--- src/rtl/log_pkg.sv ---
// ============================================================================
// Module      : log_pkg
// Description : Shared types and constants for the log RAM drain engine.
// Revision    : 1.0 - initial release
// ============================================================================
`default_nettype none

package log_pkg;

    // Default geometry of the 37-bit log RAM.
    localparam int LOG_ADDR_WIDTH = 8;
    localparam int LOG_DATA_WIDTH = 37;

    // Depth follows the RAM's own sizing formula (ADDR_WIDTH squared).
    localparam int LOG_DEPTH = LOG_ADDR_WIDTH ** 2;

    // Drain sequencer states.
    typedef enum logic [2:0] {
        IDLE  = 3'd0,
        ISSUE = 3'd1,
        CAPT  = 3'd2,
        HOLD  = 3'd3,
        DONE  = 3'd4
    } log_state_t;

endpackage : log_pkg

`default_nettype wire

--- src/rtl/log_out_reg.sv ---
// ============================================================================
// Module      : log_out_reg
// Description : Output holding register for drained log records. Holds
//               valid, data and source address stable until cleared.
// Revision    : 1.0 - initial release
// ============================================================================
`default_nettype none

module log_out_reg
    import log_pkg::*;
#(
    parameter int DATA_WIDTH = LOG_DATA_WIDTH,
    parameter int ADDR_WIDTH = LOG_ADDR_WIDTH
) (
    input  logic                  clk,
    input  logic                  rst_n,
    input  logic                  i_load,
    input  logic                  i_clear,
    input  logic [DATA_WIDTH-1:0] i_data,
    input  logic [ADDR_WIDTH-1:0] i_addr,
    output logic                  o_valid,
    output logic [DATA_WIDTH-1:0] o_data,
    output logic [ADDR_WIDTH-1:0] o_addr
);

    logic                  r_valid;
    logic [DATA_WIDTH-1:0] r_data;
    logic [ADDR_WIDTH-1:0] r_addr;

    // Capture a record on load; drop valid on clear (handshake or abort).
    // Data and address are left as-is on clear, they are only meaningful
    // while valid is high.
    always_ff @(posedge clk or negedge rst_n) begin
        if (!rst_n) begin
            r_valid <= 1'b0;
            r_data  <= '0;
            r_addr  <= '0;
        end else if (i_clear) begin
            r_valid <= 1'b0;
        end else if (i_load) begin
            r_valid <= 1'b1;
            r_data  <= i_data;
            r_addr  <= i_addr;
        end
    end

    assign o_valid = r_valid;
    assign o_data  = r_data;
    assign o_addr  = r_addr;

endmodule : log_out_reg

`default_nettype wire

--- src/rtl/log_ram_reader.sv ---
// ============================================================================
// Module      : log_ram_reader
// Description : Sequential drain engine for the log RAM. On start, reads
//               entries 0..len-1 in address order through the RAM's
//               registered read port and streams them out over valid/ready.
//               Reads that collide with a RAM write are retried.
// Config      : LOG_RAM_READER_CLR_EN - when defined, ram_clr pulses in the
//               DONE cycle after a complete drain; otherwise tied low.
// Revision    : 1.0 - initial release
// ============================================================================
`default_nettype none

module log_ram_reader
    import log_pkg::*;
#(
    parameter int ADDR_WIDTH = LOG_ADDR_WIDTH,
    parameter int DATA_WIDTH = LOG_DATA_WIDTH,
    parameter int DEPTH      = ADDR_WIDTH ** 2
) (
    input  logic                  clk,
    input  logic                  rst_n,
    input  logic                  start,
    input  logic [ADDR_WIDTH:0]   len,
    input  logic                  abort,
    output logic                  busy,
    output logic                  done,
    output logic                  ram_re,
    output logic [ADDR_WIDTH-1:0] ram_rd_addr,
    input  logic                  ram_we,
    input  logic [DATA_WIDTH-1:0] ram_rd_data,
    output logic                  out_valid,
    output logic [DATA_WIDTH-1:0] out_data,
    output logic [ADDR_WIDTH-1:0] out_addr,
    input  logic                  out_ready,
    output logic                  ram_clr
);

    localparam logic [ADDR_WIDTH:0]   c_DEPTH_LEN = (ADDR_WIDTH+1)'(DEPTH);
    localparam logic [ADDR_WIDTH:0]   c_ONE_LEN   = (ADDR_WIDTH+1)'(1);
    localparam logic [ADDR_WIDTH-1:0] c_ONE_PTR   = ADDR_WIDTH'(1);

    log_state_t            r_state;
    log_state_t            w_state_nxt;
    logic [ADDR_WIDTH-1:0] r_ptr;
    logic [ADDR_WIDTH:0]   r_rem;
    logic [ADDR_WIDTH:0]   w_len_clamped;
    logic                  w_accept;
    logic                  w_capture;
    logic                  w_handshake;
    logic                  w_abort;
    logic                  w_last;
    logic                  w_out_valid;
    logic                  w_out_clear;

    // Requests longer than the RAM are cut to a full-depth drain.
    assign w_len_clamped = (len > c_DEPTH_LEN) ? c_DEPTH_LEN : len;

    // Abort only means something while a drain is in flight; in DONE the
    // engine is already on its way back to IDLE.
    assign w_abort = abort &&
                     ((r_state == ISSUE) || (r_state == CAPT) || (r_state == HOLD));

    assign w_last = (r_rem == c_ONE_LEN);

    // State register.
    always_ff @(posedge clk or negedge rst_n) begin
        if (!rst_n) begin
            r_state <= IDLE;
        end else begin
            r_state <= w_state_nxt;
        end
    end

    // Next-state logic, datapath strobes and state-decoded outputs.
    always_comb begin
        w_state_nxt = r_state;
        w_accept    = 1'b0;
        w_capture   = 1'b0;
        w_handshake = 1'b0;
        busy        = 1'b0;
        done        = 1'b0;
        ram_re      = 1'b0;

        case (r_state)
            IDLE: begin
                if (start) begin
                    w_accept    = 1'b1;
                    w_state_nxt = (w_len_clamped == '0) ? DONE : ISSUE;
                end
            end
            ISSUE: begin
                busy   = 1'b1;
                ram_re = 1'b1;
                // A concurrent write suppresses the RAM read: retry.
                if (!ram_we) begin
                    w_state_nxt = CAPT;
                end
            end
            CAPT: begin
                busy   = 1'b1;
                ram_re = 1'b1;
                // rd_data floats while we is high; the RAM's output
                // register still holds our word, so just wait it out.
                if (!ram_we) begin
                    w_capture   = 1'b1;
                    w_state_nxt = HOLD;
                end
            end
            HOLD: begin
                busy = 1'b1;
                if (w_out_valid && out_ready) begin
                    w_handshake = 1'b1;
                    w_state_nxt = w_last ? DONE : ISSUE;
                end
            end
            DONE: begin
                done        = 1'b1;
                w_state_nxt = IDLE;
            end
            default: begin
                w_state_nxt = IDLE;
            end
        endcase

        if (w_abort) begin
            w_capture   = 1'b0;
            w_handshake = 1'b0;
            w_state_nxt = DONE;
        end
    end

    // Address pointer and remaining-entry counter. Start is only accepted
    // in IDLE, so a start during a drain never disturbs these.
    always_ff @(posedge clk or negedge rst_n) begin
        if (!rst_n) begin
            r_ptr <= '0;
            r_rem <= '0;
        end else if (w_accept) begin
            r_ptr <= '0;
            r_rem <= w_len_clamped;
        end else if (w_handshake) begin
            r_ptr <= r_ptr + c_ONE_PTR;
            r_rem <= r_rem - c_ONE_LEN;
        end
    end

    assign ram_rd_addr = r_ptr;
    assign w_out_clear = w_handshake | w_abort;

    log_out_reg #(
        .DATA_WIDTH (DATA_WIDTH),
        .ADDR_WIDTH (ADDR_WIDTH)
    ) u_out_reg (
        .clk     (clk),
        .rst_n   (rst_n),
        .i_load  (w_capture),
        .i_clear (w_out_clear),
        .i_data  (ram_rd_data),
        .i_addr  (r_ptr),
        .o_valid (w_out_valid),
        .o_data  (out_data),
        .o_addr  (out_addr)
    );

    assign out_valid = w_out_valid;

`ifdef LOG_RAM_READER_CLR_EN
    logic r_clr;

    // Clear request lands in the DONE cycle that follows the final
    // handshake; aborted or empty drains never reach this.
    always_ff @(posedge clk or negedge rst_n) begin
        if (!rst_n) begin
            r_clr <= 1'b0;
        end else begin
            r_clr <= w_handshake && w_last;
        end
    end

    assign ram_clr = r_clr;
`else
    assign ram_clr = 1'b0;
`endif

endmodule : log_ram_reader

`default_nettype wire

--- config.mk ---
export PLATFORM = sky130hd
export DESIGN_NAME = log_ram_reader
export DESIGN_NICKNAME = d
export VERILOG_FILES = /design/src/rtl/log_pkg.sv /design/src/rtl/log_out_reg.sv /design/src/rtl/log_ram_reader.sv
export SDC_FILE = /design/constraint.sdc
export NUM_CORES = 1
export LEC_CHECK = 0
export ABC_AREA = 0
export BUFFER_PORTS_ARGS = -buffer_cell sky130_fd_sc_hd__buf_4
export CORE_MARGIN = 2
export CORE_UTILIZATION = 52
export CTS_CLUSTER_DIAMETER = 30
export DETAILED_ROUTE_END_ITERATION = 10
export GPL_TIMING_DRIVEN = 0
export MAX_ROUTING_LAYER = met4
export PLACE_DENSITY = 0.92
export SLEW_MARGIN = 20
export SYNTH_ARGS = -nofsm -noshare
export SYNTH_HDL_FRONTEND = slang
export SYNTH_SLANG_ARGS = --single-unit
export TNS_END_PERCENT = 10
--- constraint.sdc ---
create_clock -name clk -period 4.05 [get_ports clk]
set_clock_uncertainty 0.1 [all_clocks]
set_input_delay 0.81 -clock clk [delete_from_list [all_inputs] [get_ports clk]]
set_output_delay 0.81 -clock clk [all_outputs]
set_load 0.005 [all_outputs]
# Word level (Yosys, flattened, before mapping)
# Cells that the tools add are included.
[op_classes]
n_addsub = 2
magnitude_cmp = 1
eq_ne = 9
n_mux = 26
n_bitwise = 2
reduce_logical = 12
[op_table]
columns = ["operator", "count"]
rows = [
  ["2-to-1 mux 9 bit", 3],
  ["2-to-1 mux 3 bit", 7],
  ["2-to-1 mux 8 bit", 2],
  ["2-to-1 mux 1 bit", 13],
  ["one-hot mux 3 bit (4 select lines)", 1],
  ["equality test 9 x 1 -> 1 bit, second input constant", 1],
  ["greater-than comparator 9 x 7 -> 1 bit, second input constant", 1],
  ["zero test 9 bit", 1],
  ["inequality test 3 bit, second input constant", 3],
  ["subtractor 9 x 1 -> 9 bit, second input constant", 1],
  ["adder 8 x 1 -> 8 bit, second input constant", 1],
  ["equality test 3 x 2 -> 1 bit, second input constant", 2],
  ["AND reduction 4 bit", 1],
  ["nonzero test 2 bit", 2],
  ["equality test 3 x 1 -> 1 bit, second input constant", 1],
  ["equality test 3 bit, second input constant", 1],
  ["zero test 3 bit", 1],
  ["inequality test 3 x 2 -> 1 bit, second input constant", 1],
  ["OR reduction 3 bit", 1],
  ["logical AND 1 bit", 2],
  ["logical OR 1 bit", 2],
  ["AND reduction 2 bit", 1],
  ["OR reduction 2 bit", 1],
  ["NOT 1 bit", 1],
  ["OR 1 bit", 1],
]
[word_totals]
reg_bits = 66
out_inout_bits = 58
word_cells = 58

# Longest topological paths before layout
[depth]
depth_word = 8
depth_mapped = 7
depth_no_buf = 7

# By module
# A second synthesis with hierarchy kept.
[unflattened]
hier_cells = 238
area_unflattened_um2 = 3203.1
[modules_own_cells]
columns = ["mod", "n_inst", "cells_per_inst", "area_each_um2", "seq_area_each_um2"]
rows = [
  ["log_out_reg", 1, 99, 1929.4, 1151.1],
  ["log_ram_reader", 1, 139, 1273.7, 500.5],
]

# Worst setup path before layout
# OpenSTA, ideal clock, no wires.
[synth_timing]
path_kind = "input to register"
startpoint = "input abort"
endpoint = "register r_rem[7]"
setup_time_ns = 0.132
arrival_ns = 2.277
required_time_ns = 3.818
slack_ns = 1.542
path_stages = 5
cell_sequence = "or3b_4 or4_4 or4_1 xor2_1 nor2_1"
[synth_via]
elab_chain_len = 3
[synth_lines]
columns = ["item", "line_no", "text"]
rows = [
  ["start: declaration", "log_ram_reader.sv:24", "input logic abort,"],
  ["logical AND 1 bit", "log_ram_reader.sv:60", "assign w_abort = abort &&"],
  ["2-to-1 mux 1 bit", "log_ram_reader.sv:125", "if (w_abort) begin"],
  ["nonzero test 2 bit (no line)", "n/a", ""],
  ["end signal: assignment", "log_ram_reader.sv:140", "r_rem <= w_len_clamped;"],
  ["end signal: assignment", "log_ram_reader.sv:143", "r_rem <= r_rem - c_ONE_LEN;"],
  ["end: declaration", "log_ram_reader.sv:45", "logic [ADDR_WIDTH:0] r_rem;"],
]
# Every way passes these cells.
# A chain may end at the register's enable or synchronous reset.

# Worst setup path in the final report
[layout_timing]
startpoint = "input abort"
endpoint = "register u_out_reg.r_data[4], in the netlist u_out_reg.o_data[4]"
[layout_via]
elab_chain_len = 5
[layout_lines]
columns = ["item", "line_no", "text"]
rows = [
  ["logical AND 1 bit (*)", "log_ram_reader.sv:60", ""],
  ["2-to-1 mux 1 bit", "log_ram_reader.sv:125", ""],
  ["OR 1 bit", "log_ram_reader.sv:148", "assign w_out_clear = w_handshake | w_abort;"],
  ["NOT 1 bit (no line)", "n/a", ""],
  ["AND reduction 2 bit (no line) (*)", "n/a", ""],
  ["end signal: assignment", "log_out_reg.sv:42", "r_data <= i_data;"],
  ["end: declaration", "log_out_reg.sv:27", "logic [DATA_WIDTH-1:0] r_data;"],
]
# Every way passes the cells marked *; elsewhere a longest branch is shown, timed or not.

==> impl_metrics.tcl <==
set metrics [dict create \
    max_slew.worst_pin.slew_ns 0.956 \
    multiInputGateArea_um2 1180 \
    rows 27 \
    synth_area_um2 2890 \
    antenna_found_initial 0 \
    seq_area_um2 1650 \
    finalCritPeriodShare 0.617 \
    synth.net_count 295 \
    grt_pass1_vias 2300 \
    cts_made_buffers 9 \
    drive_gt1_frac 0.468 \
    irDropWorstVdd_uv 387 \
    drv_cap 0 \
    worst_ep_arrival_time_ns 2.60 \
    first_iter_violations 92 \
    final_area_um2 3980 \
    dpl.hpwl_um 4800 \
    min_path_type "flip-flop to flip-flop" \
    instances_no_fill 435 \
    synth_top_area_cell "dfrtp_1" \
    power.share.combinational 0.339 \
    clk_path_buf_depth 2 \
    synth_top_area_frac 0.572 \
    cts.sinks 66 \
    worstSetupPathType "input port to flip-flop" \
    synth_seq_cells 66 \
    pwr-share-clk 0.227 \
    fin_setup_tns_ns 0 \
    path_max_fanout 10 \
    switching_share 0.289 \
    hold_viol 0 \
    fin_nets 414 \
    firstDrtPassIters 4 \
    finalSetupViolations 0 \
    post_dp_cell_area_um2 3790 \
    outcome "finished clean" \
    fill_cells 388 \
    grt_max_degree 67 \
    ys.flop_type "dfrtp_1" \
    yosysWarningCount 0 \
    htree_num_levels 3 \
    die_h_um 78.5 \
    routabilityCongestion 0.905 \
    diodes 0 \
    p_per_area_nw_per_um2 575 \
    numPortBuffers 108 \
    rsz0062_at_grt "false" \
    grt_pass1_wl_um 10400 \
    ant_nets 0 \
    finalCriticalPeriod_ns 2.50 \
    drc 0 \
    syn_to_final_growth_pct 37.6 \
    slew_violations 0 \
    ys_types 41 \
    cts.clk_slew.worst_paths_ns 0.06 \
    p_switching_w 0.000660 \
    routed_wl_um 6420 \
    ios 110 \
    dp_cells 420 \
    postCtsSetupRepairBufs 0 \
    end_kind "flip-flop" \
    die_area_um2 6170 \
    grt_usage 0.224 \
    p_int_w 0.00163 \
    postCtsResizedCells 0 \
    cts_tree "yes" \
    syn_area_per_cell_um2 12.0 \
    vias 2291 \
    leakagePower_nw 2.01 \
    cp-start-kind "input port" \
    clk-insertion-delay-late_ns 0.32 \
    start_util 0.531 \
    crit_required_ns 4.15 \
    post_drt_wl_per_cell_um 14.8 \
    vias_per_cell 5.27 \
    coreArea_um2 5440 \
    async_flop_share 1.00 \
    maxSlewHeadroom 0.346 \
    grt_overflow 0 \
    synth_edf_count 0 \
    synthCells 240 \
    die_width_um 78.5 \
    cts_root_buf "clkbuf_8" \
    power_frac_seq 0.433 \
    timing.fmax_ghz 0.400 \
    cts_hold_buf 0 \
    seq_area_frac_synth 0.572 \
    netlist_top_cells_area "dfrtp_1 (57%), mux2_2 (18%), nand2_1 (2.5%)" \
]
==> cell usage after synthesis, drive strengths merged (3+ instances only) <==
library cell   n
xor2           5
xnor2          3
nand2         19
dfrtp         66
nand4          3
nor4           3
nor2          17
mux2          45
a21oi         10
ha             3
or3            3
clkbuf         8
nor3           4
inv            4
nand3          9
o21ai          7
==> final timing paths <==
check / cells after the start / endpoint / start / slack (ns)
max: 6 / u_out_reg.o_data[4]$_DFFE_PN0P_ / abort / 1.55
min: 1 / u_out_reg.o_addr[0]$_DFFE_PN0P_ / u_out_reg.o_addr[0]$_DFFE_PN0P_ / 0.41
max reg2reg: 5 / r_rem[5]$_DFFE_PN0P_ / r_state[0]$_DFFE_PN0P_ / 1.57
min reg2reg: 1 / u_out_reg.o_addr[0]$_DFFE_PN0P_ / u_out_reg.o_addr[0]$_DFFE_PN0P_ / 0.41
max in group asynchronous: 1 / r_rem[5]$_DFFE_PN0P_ / rst_n / 2.84
min in group asynchronous: 1 / u_out_reg.o_valid$_DFFE_PN0P_ / rst_n / 0.46
==> worst max-delay path, cell delays in order <==
cell	delay (ns)
buf_4	0.13
or3b_4	0.40
or3_1	0.31
clkbuf_1	0.25
clkbuf_1	0.34
mux2_2	0.35
==> logic make-up (layout without fill, tap and decap cells) <==
group / after synthesis / in the layout / synth area share
and+or+nand+nor: 70 / 70 / 0.122
DFF: 66 / 66 / 0.572
muxes: 46 / 46 / 0.179
AOI/OAI and AO/OA: 32 / 32 / 0.0697
buffers and inverters: 14 / 137 / 0.0195
xor gates and xnor gates: 8 / 8 / 0.0243
adders and majority gates: 3 / 3 / 0.0130
other: 1 / 1 / 0.00130
==> flip-flops by register name (all words and copies together), names as in the netlist <==
name	flops
u_out_reg.o_data	37
r_rem	9
ram_rd_addr	8
u_out_reg.o_addr	8
r_state	3
u_out_reg.o_valid	1
==> layout make-up <==
type,instances,share of cell area
inverter,4,0.00378
tap,72,0.0227
clock buffer,12,0.0365
clock inverter,3,0.0101
timing repair buffer,108,0.204
sequential,66,0.415
multi-input combinational,160,0.297
buffer,10,0.0104
==> power groups by stage <==
| stage | clock, W | sequential, W | combinational [W] |
|---|---|---|---|
| floorplan | 0 | 0.000998 | 0.000350 |
| global placement | 0 | 0.000984 | 0.000756 |
| detailed placement | 0 | 0.00100 | 0.000784 |
| CTS | 0.000534 | 0.000989 | 0.000786 |
| global route | 0.000565 | 0.00102 | 0.000845 |
| finish | 0.000520 | 0.000991 | 0.000776 |
==> metal layers <==
| metal | GRT usage | part of all wire | vias to the layer above |
|---|---|---|---|
| met2 | 0.368 | 0.51 | 95 |
| met4 | 0.0912 | 0.013 | 0 |
| met5 | - | 0 | - |
| met1 | 0.273 | 0.42 | 1088 |
| met3 | 0.0425 | 0.058 | 9 |
| li1 | - | - | 1099 |
==> through the flow <==
step	setup slack [ns]	hold WS [ns]	power, W	util
floorplan	1.54	0.404	0.00135	-
global placement	1.24	0.389	0.00174	0.697
detailed placement	1.20	0.394	0.00179	0.697
CTS	1.54	0.409	0.00231	0.731
global route	1.29	0.421	0.00243	0.731
finish	1.55	0.406	0.00229	0.731
==> cells in the final DEF (no fill, tap or decap), drive strengths merged, types with 2 or more instances in the layout <==
cell / n
nand2: 19
buf: 110
o21ai: 7
nor3: 4
xnor2: 3
nand4: 3
or3b: 2
dfrtp: 66
a21o: 2
a21oi: 10
ha: 3
clkbuf: 20
or3: 3
nor4: 3
o211ai: 2
nor3b: 2
nor2: 17
nand3: 9
a211oi: 2
xor2: 5
mux2: 45
a22oi: 2
or4: 2
and3: 2
clkinv: 2
inv: 4
Power figures use the tool's default switching activity.
